[config.mk]
export PLATFORM = sky130hd
export DESIGN_NAME = river_crossing_planner
export DESIGN_NICKNAME = d
export VERILOG_FILES = /design/src/rtl/river_crossing_planner_pkg.sv /design/src/rtl/river_crossing_planner_move_eval.sv /design/src/rtl/river_crossing_planner.sv
export SDC_FILE = /design/constraint.sdc
export NUM_CORES = 1
export LEC_CHECK = 0
export CAP_MARGIN = 15
export CORE_MARGIN = 2
export CORE_UTILIZATION = 35
export CTS_CLUSTER_DIAMETER = 40
export DETAILED_ROUTE_END_ITERATION = 16
export HOLD_SLACK_MARGIN = 0.12
export PLACE_DENSITY = 0.52
export SYNTH_ARGS = -nofsm -noshare
export SYNTH_HDL_FRONTEND = slang
export SYNTH_SLANG_ARGS = --single-unit
[constraint.sdc]
create_clock -name clk -period 2.7 [get_ports clk]
set_input_delay 0.54 -clock clk [delete_from_list [all_inputs] [get_ports clk]]
set_output_delay 0.54 -clock clk [all_outputs]
set_load 0.02 [all_outputs]
[src/rtl/river_crossing_planner_pkg.sv]
// Shared types and the bank safety rule for the river-crossing planner.
// Bank vectors are {m,w,g,c}; 0 = near bank, 1 = far bank.
package river_pkg;

  localparam int BANK_M = 3;
  localparam int BANK_W = 2;
  localparam int BANK_G = 1;
  localparam int BANK_C = 0;

  typedef enum logic [1:0] {
    MV_NONE = 2'd0,
    MV_W    = 2'd1,
    MV_G    = 2'd2,
    MV_C    = 2'd3
  } move_e;

  typedef enum logic [1:0] {
    ST_IDLE  = 2'd0,
    ST_RUN   = 2'd1,
    ST_DONE  = 2'd2,
    ST_STUCK = 2'd3
  } state_e;

  // An item left without the man must not share a bank with what it eats.
  function automatic logic is_safe(input logic [3:0] b);
    logic wg_ok;
    logic gc_ok;
    wg_ok = (b[BANK_W] == b[BANK_M]) || (b[BANK_W] != b[BANK_G]);
    gc_ok = (b[BANK_G] == b[BANK_M]) || (b[BANK_G] != b[BANK_C]);
    return wg_ok && gc_ok;
  endfunction

endpackage

[src/rtl/river_crossing_planner_move_eval.sv]
// Evaluates one candidate crossing: resulting bank vector and whether the
// move is legal (item beside the man, result safe, result not yet visited).
module river_move_eval
  import river_pkg::*;
(
  input  logic [3:0]  bank,
  input  move_e       move,
  input  logic [15:0] visited,
  output logic [3:0]  next_bank,
  output logic        legal
);

  logic item_ok;

  always_comb begin
    next_bank         = bank;
    item_ok           = 1'b1;
    next_bank[BANK_M] = ~bank[BANK_M];
    case (move)
      MV_W: begin
        next_bank[BANK_W] = ~bank[BANK_W];
        item_ok           = (bank[BANK_W] == bank[BANK_M]);
      end
      MV_G: begin
        next_bank[BANK_G] = ~bank[BANK_G];
        item_ok           = (bank[BANK_G] == bank[BANK_M]);
      end
      MV_C: begin
        next_bank[BANK_C] = ~bank[BANK_C];
        item_ok           = (bank[BANK_C] == bank[BANK_M]);
      end
      default: ;
    endcase
    legal = item_ok && is_safe(next_bank) && !visited[next_bank];
  end

endmodule

[src/rtl/river_crossing_planner.sv]
// Greedy wolf/goat/cabbage move generator driving the crossing model's selects.
// Optional properties are compiled in with `define RIVER_PLANNER_FORMAL_EN.
module river_crossing_planner
  import river_pkg::*;
#(
  parameter int MAX_MOVES = 15
) (
  input  logic       clk,
  input  logic       rst,
  input  logic       start,
  input  logic       step,
  output logic       sel_w,
  output logic       sel_g,
  output logic       sel_c,
  output logic [3:0] bank,
  output logic       busy,
  output logic       done,
  output logic       stuck,
  output logic [3:0] moves
);

  localparam logic [3:0] MAX_CNT = 4'(MAX_MOVES);

  state_e      state_q, state_d;
  logic [3:0]  bank_q, bank_d;
  logic [15:0] visited_q, visited_d;
  logic [3:0]  moves_q, moves_d;
  logic        busy_q, busy_d;
  logic        done_q, done_d;
  logic        stuck_q, stuck_d;

  logic [3:0] cand_next [4];
  logic [3:0] cand_legal;
  move_e      pick;
  logic [3:0] pick_next;
  logic       any_legal;
  logic       run;
  logic       max_hit;

  genvar i;
  generate
    for (i = 0; i < 4; i++) begin : g_cand
      river_move_eval u_eval (
        .bank      (bank_q),
        .move      (move_e'(2'(i))),
        .visited   (visited_q),
        .next_bank (cand_next[i]),
        .legal     (cand_legal[i])
      );
    end
  endgenerate

  // Lowest index wins: NONE, then W, G, C.
  always_comb begin
    pick      = MV_NONE;
    pick_next = bank_q;
    any_legal = 1'b0;
    for (int k = 3; k >= 0; k--) begin
      if (cand_legal[k]) begin
        any_legal = 1'b1;
        pick      = move_e'(2'(k));
        pick_next = cand_next[k];
      end
    end
  end

  assign run     = (state_q == ST_RUN);
  assign max_hit = (moves_q == MAX_CNT);

  assign sel_w = run && any_legal && (pick == MV_W);
  assign sel_g = run && any_legal && (pick == MV_G);
  assign sel_c = run && any_legal && (pick == MV_C);

  always_comb begin
    state_d   = state_q;
    bank_d    = bank_q;
    visited_d = visited_q;
    moves_d   = moves_q;
    busy_d    = busy_q;
    done_d    = done_q;
    stuck_d   = stuck_q;
    case (state_q)
      ST_RUN: begin
        if (!any_legal || max_hit) begin
          state_d = ST_STUCK;
          busy_d  = 1'b0;
          stuck_d = 1'b1;
        end else if (step) begin
          bank_d               = pick_next;
          visited_d[pick_next] = 1'b1;
          moves_d              = moves_q + 4'd1;
          // Completion outranks the crossing limit on the final move.
          if (pick_next == 4'hF) begin
            state_d = ST_DONE;
            busy_d  = 1'b0;
            done_d  = 1'b1;
          end else if (moves_q + 4'd1 == MAX_CNT) begin
            state_d = ST_STUCK;
            busy_d  = 1'b0;
            stuck_d = 1'b1;
          end
        end
      end
      default: begin
        if (start) begin
          state_d   = ST_RUN;
          bank_d    = 4'b0000;
          visited_d = 16'h0001;
          moves_d   = 4'd0;
          busy_d    = 1'b1;
          done_d    = 1'b0;
          stuck_d   = 1'b0;
        end
      end
    endcase
  end

  always_ff @(posedge clk or posedge rst) begin
    if (rst) begin
      state_q   <= ST_IDLE;
      bank_q    <= 4'b0000;
      visited_q <= 16'h0000;
      moves_q   <= 4'd0;
      busy_q    <= 1'b0;
      done_q    <= 1'b0;
      stuck_q   <= 1'b0;
    end else begin
      state_q   <= state_d;
      bank_q    <= bank_d;
      visited_q <= visited_d;
      moves_q   <= moves_d;
      busy_q    <= busy_d;
      done_q    <= done_d;
      stuck_q   <= stuck_d;
    end
  end

  assign bank  = bank_q;
  assign busy  = busy_q;
  assign done  = done_q;
  assign stuck = stuck_q;
  assign moves = moves_q;

`ifdef RIVER_PLANNER_FORMAL_EN
  a_sel_onehot0: assert property (@(posedge clk) disable iff (rst)
    $onehot0({sel_w, sel_g, sel_c}));
  a_bank_safe: assert property (@(posedge clk) disable iff (rst)
    is_safe(bank_q));
  a_done_stuck_excl: assert property (@(posedge clk) disable iff (rst)
    !(done_q && stuck_q));
  a_visit_fresh: assert property (@(posedge clk) disable iff (rst)
    (run && any_legal && !max_hit && step) |-> !visited_q[pick_next]);
  // Shortest reach: start edge plus seven crossings.
  c_done: cover property (@(posedge clk) disable iff (rst) done_q);
`endif

endmodule

==> reports/qor.txt <==
Reg clk slew, reported paths - 70 ps
most common cell in the netlist - dfrtp_1
antenna violations before repair - 0
DP Wirelength - 4180 um
Total GRT Usage - 18.4%
first-pass GRT wire length - 9040 um
syn nets - 197
# IOs - 18
reg2reg setup slack - 60 ps
dpl cell area - 2480 sq um
leading area contributor after synthesis - dfrtp_1
share of cells above drive strength 1 - 39.5%
Crit. Startpoint - bank[1]
period utilization - 101%
top cells by count, synth - 29 x dfrtp_1, 12 x nor2_1, 11 x nand2_1
layout net count - 263
failing checks - negative setup slack
cell leakage power - 1.18 nW
Sequential Area - 731 sq um
Seq/Total Area, Yosys - 35.9%
Max Clock Skew - 7.91 ps
number of global-route vias before repair - 1840
layout filler cell count - 518
diode count - 0
area of the core - 5540 sq um
max-cap viol count - 0
Post-synth top flop - dfrtp_1
Synth Instances - 191
Initial Util - 36.5%
RR Startpoint - bank[1]
pwr/cell area - 1430 nW/um^2
RSZ-0062 raised after global routing - yes
Final Hold Vio Count - 0
Slew headroom - 52.2%
DRT iter0 DRCs - 80
synth-to-layout area growth - 35.1%
total wire length - 5550 um
Critical Path End - sel_g
Largest stage delay, worst path - 460 ps
setup TNS - -25.3 ps
r2r endpoint - visited_q[13]
crit-path cells - buf_6 -> nand3_1 -> o32ai_2 -> or2_4 -> nor2_1 -> nand2_1 -> a21oi_1 -> clkdlybuf4s15_2
Peak VDD IR - 0.597 mV
Worst R2R Path Depth - 10
gpl congestion - 0.913
cell area after layout - 2730 sq um
CTS tree - yes
WS Path Type - reg2out
root buffer cell - clkbuf_8
Hold-fix buffers, CTS - 0
CP max FO - 9
CP Capture Type - primary output
Die Area - 6400 sq um
worst-skew pair later-pin latency - 280 ps
Synth Cell Area - 2020 sq um
f_max - 367 MHz
Slew @ Worst Pin - 715 ps
CP max stage cell - dfrtp_2
Setup-failing EPs final - 1
Hold Slack - 482 ps
Tmin final - 2730 ps
Syn. warnings - 0
Setup crit start kind - flip-flop
CTS Sinks - 29
Via density - 5.48
clk buf depth - 2
H-tree depth - 2
CP required - 2160 ps
DRT antenna net count - 0
IO Port Bufs - 17
hold crit path type - reg2reg
Die Y - 80.0 um
Yosys reg bits - 29
Max Slew Vio Count - 0
power consumption - 0.00392 W
footprint of the multi-input gates - 1230 sq um
Synth cell types - 69
cell types occupying the most area after synthesis - dfrtp_1 36%, mux4_2 3.3%, buf_6 2.8%
async set-or-reset flop fraction in the synthesized netlist - 100%
grt ovf - 0
die width - 80.0 um
row cnt - 27
dpl ws - -163 ps
largest net degree at the start of global routing - 30
CP Data Arrival Time - 2190 ps
WL/cell - 16.8 um
status - finished, violations left
top-area cell type share of the netlist area - 35.9%
DR vias - 1809
syn_area_per_cell - 10.6 sq um
CTS Buf Count - 5
post-route setup slack - -25.3 ps
Post-synth EDFFs - 0
DRC Markers - 0
DRT Pass-1 Iters - 4
routing by layer:
layer | track usage [%] | wire [um]
met1 | 24.9 | 2630
met2 | 30.2 | 2670
met5 | 0 | 0
met3 | 3.05 | 193
met4 | 5.25 | 64
how the worst min path moves through the flow:
stage | endpoint | start | slack [ps] | cells after the start
floorplan | visited_q[12] | visited_q[12] | 450 | 1
global placement | done | done | 460 | 1
detailed placement | done | done | 470 | 1
CTS | done | done | 490 | 1
global route | visited_q[8] | visited_q[8] | 510 | 1
finish | done | done | 480 | 1
area by class of cell:
class                      instances  area share (%)
inverter                           4           0.549
tap                               72            3.30
sequential                        29            26.7
clock inverter                     2           0.366
timing repair buffer              70            21.5
clock buffer                       6            2.65
multi-input combinational        147            44.9
what timing repair did:
item	4_1_cts	5_1_grt
pin swaps	11	6
gates cloned	0	1
gates resized for setup	20	13
setup buffers	8	1
endpoints found under the setup margin	12	26
critical path, delay by kind of cell, from the launching register on:
family          cells  cell delay (ps)
simple gates        4              700
flops               1              460
compound gates      2              310
buf+inv             2              430
sequential cells by signal, indices dropped and copies added, names as in the netlist:
| signal | count |
|---|---|
| done | 1 |
| busy | 1 |
| state_q | 2 |
| bank | 4 |
| stuck | 1 |
| visited_q | 16 |
| moves | 4 |
through the flow:
step	cells	util (%)
detailed placement	312	44.9
global route	330	49.3
CTS	328	48.1
floorplan	191	-
finish	330	49.3
global placement	312	44.9
layout by cell type (no fill, tap or decap), types with 3 or more instances in the layout:
cell,n
nand2_1,11
mux4_2,4
nand2b_1,3
buf_6,4
nand3_1,6
or3_1,3
inv_1,4
buf_4,48
dfrtp_1,25
o211ai_1,3
a21oi_1,10
and2_1,7
nor3_1,5
mux2_2,4
nor2_1,12
dfrtp_2,4
clkdlybuf4s50_1,14
nor2b_1,4
mux2i_1,4
o21ai_0,6
clkbuf_8,5
a21o_1,3
a22o_1,4
o21ai_1,3
where the power goes:
| part | internal (W) | total, W | switching (W) |
|---|---|---|---|
| combinational | 0.00140 | 0.00284 | 0.00145 |
| clock | 0.000178 | 0.000340 | 0.000162 |
| sequential | 0.000577 | 0.000735 | 0.000159 |
| total | 0.00215 | 0.00392 | 0.00177 |
cells by family after synthesis:
kind of cell             after synthesis  synth area share, %
multiplexers                          13                 9.59
adder cells (fa/ha/maj)                2                 1.24
XOR/XNOR                               3                 1.67
flip-flops                            29                 35.9
AO/OA/AOI/OAI                         56                 21.8
buffers and inverters                 16                 7.73
AND/OR/NAND/NOR                       72                 22.1
Note: power is estimated with default switching activity, not from simulation.
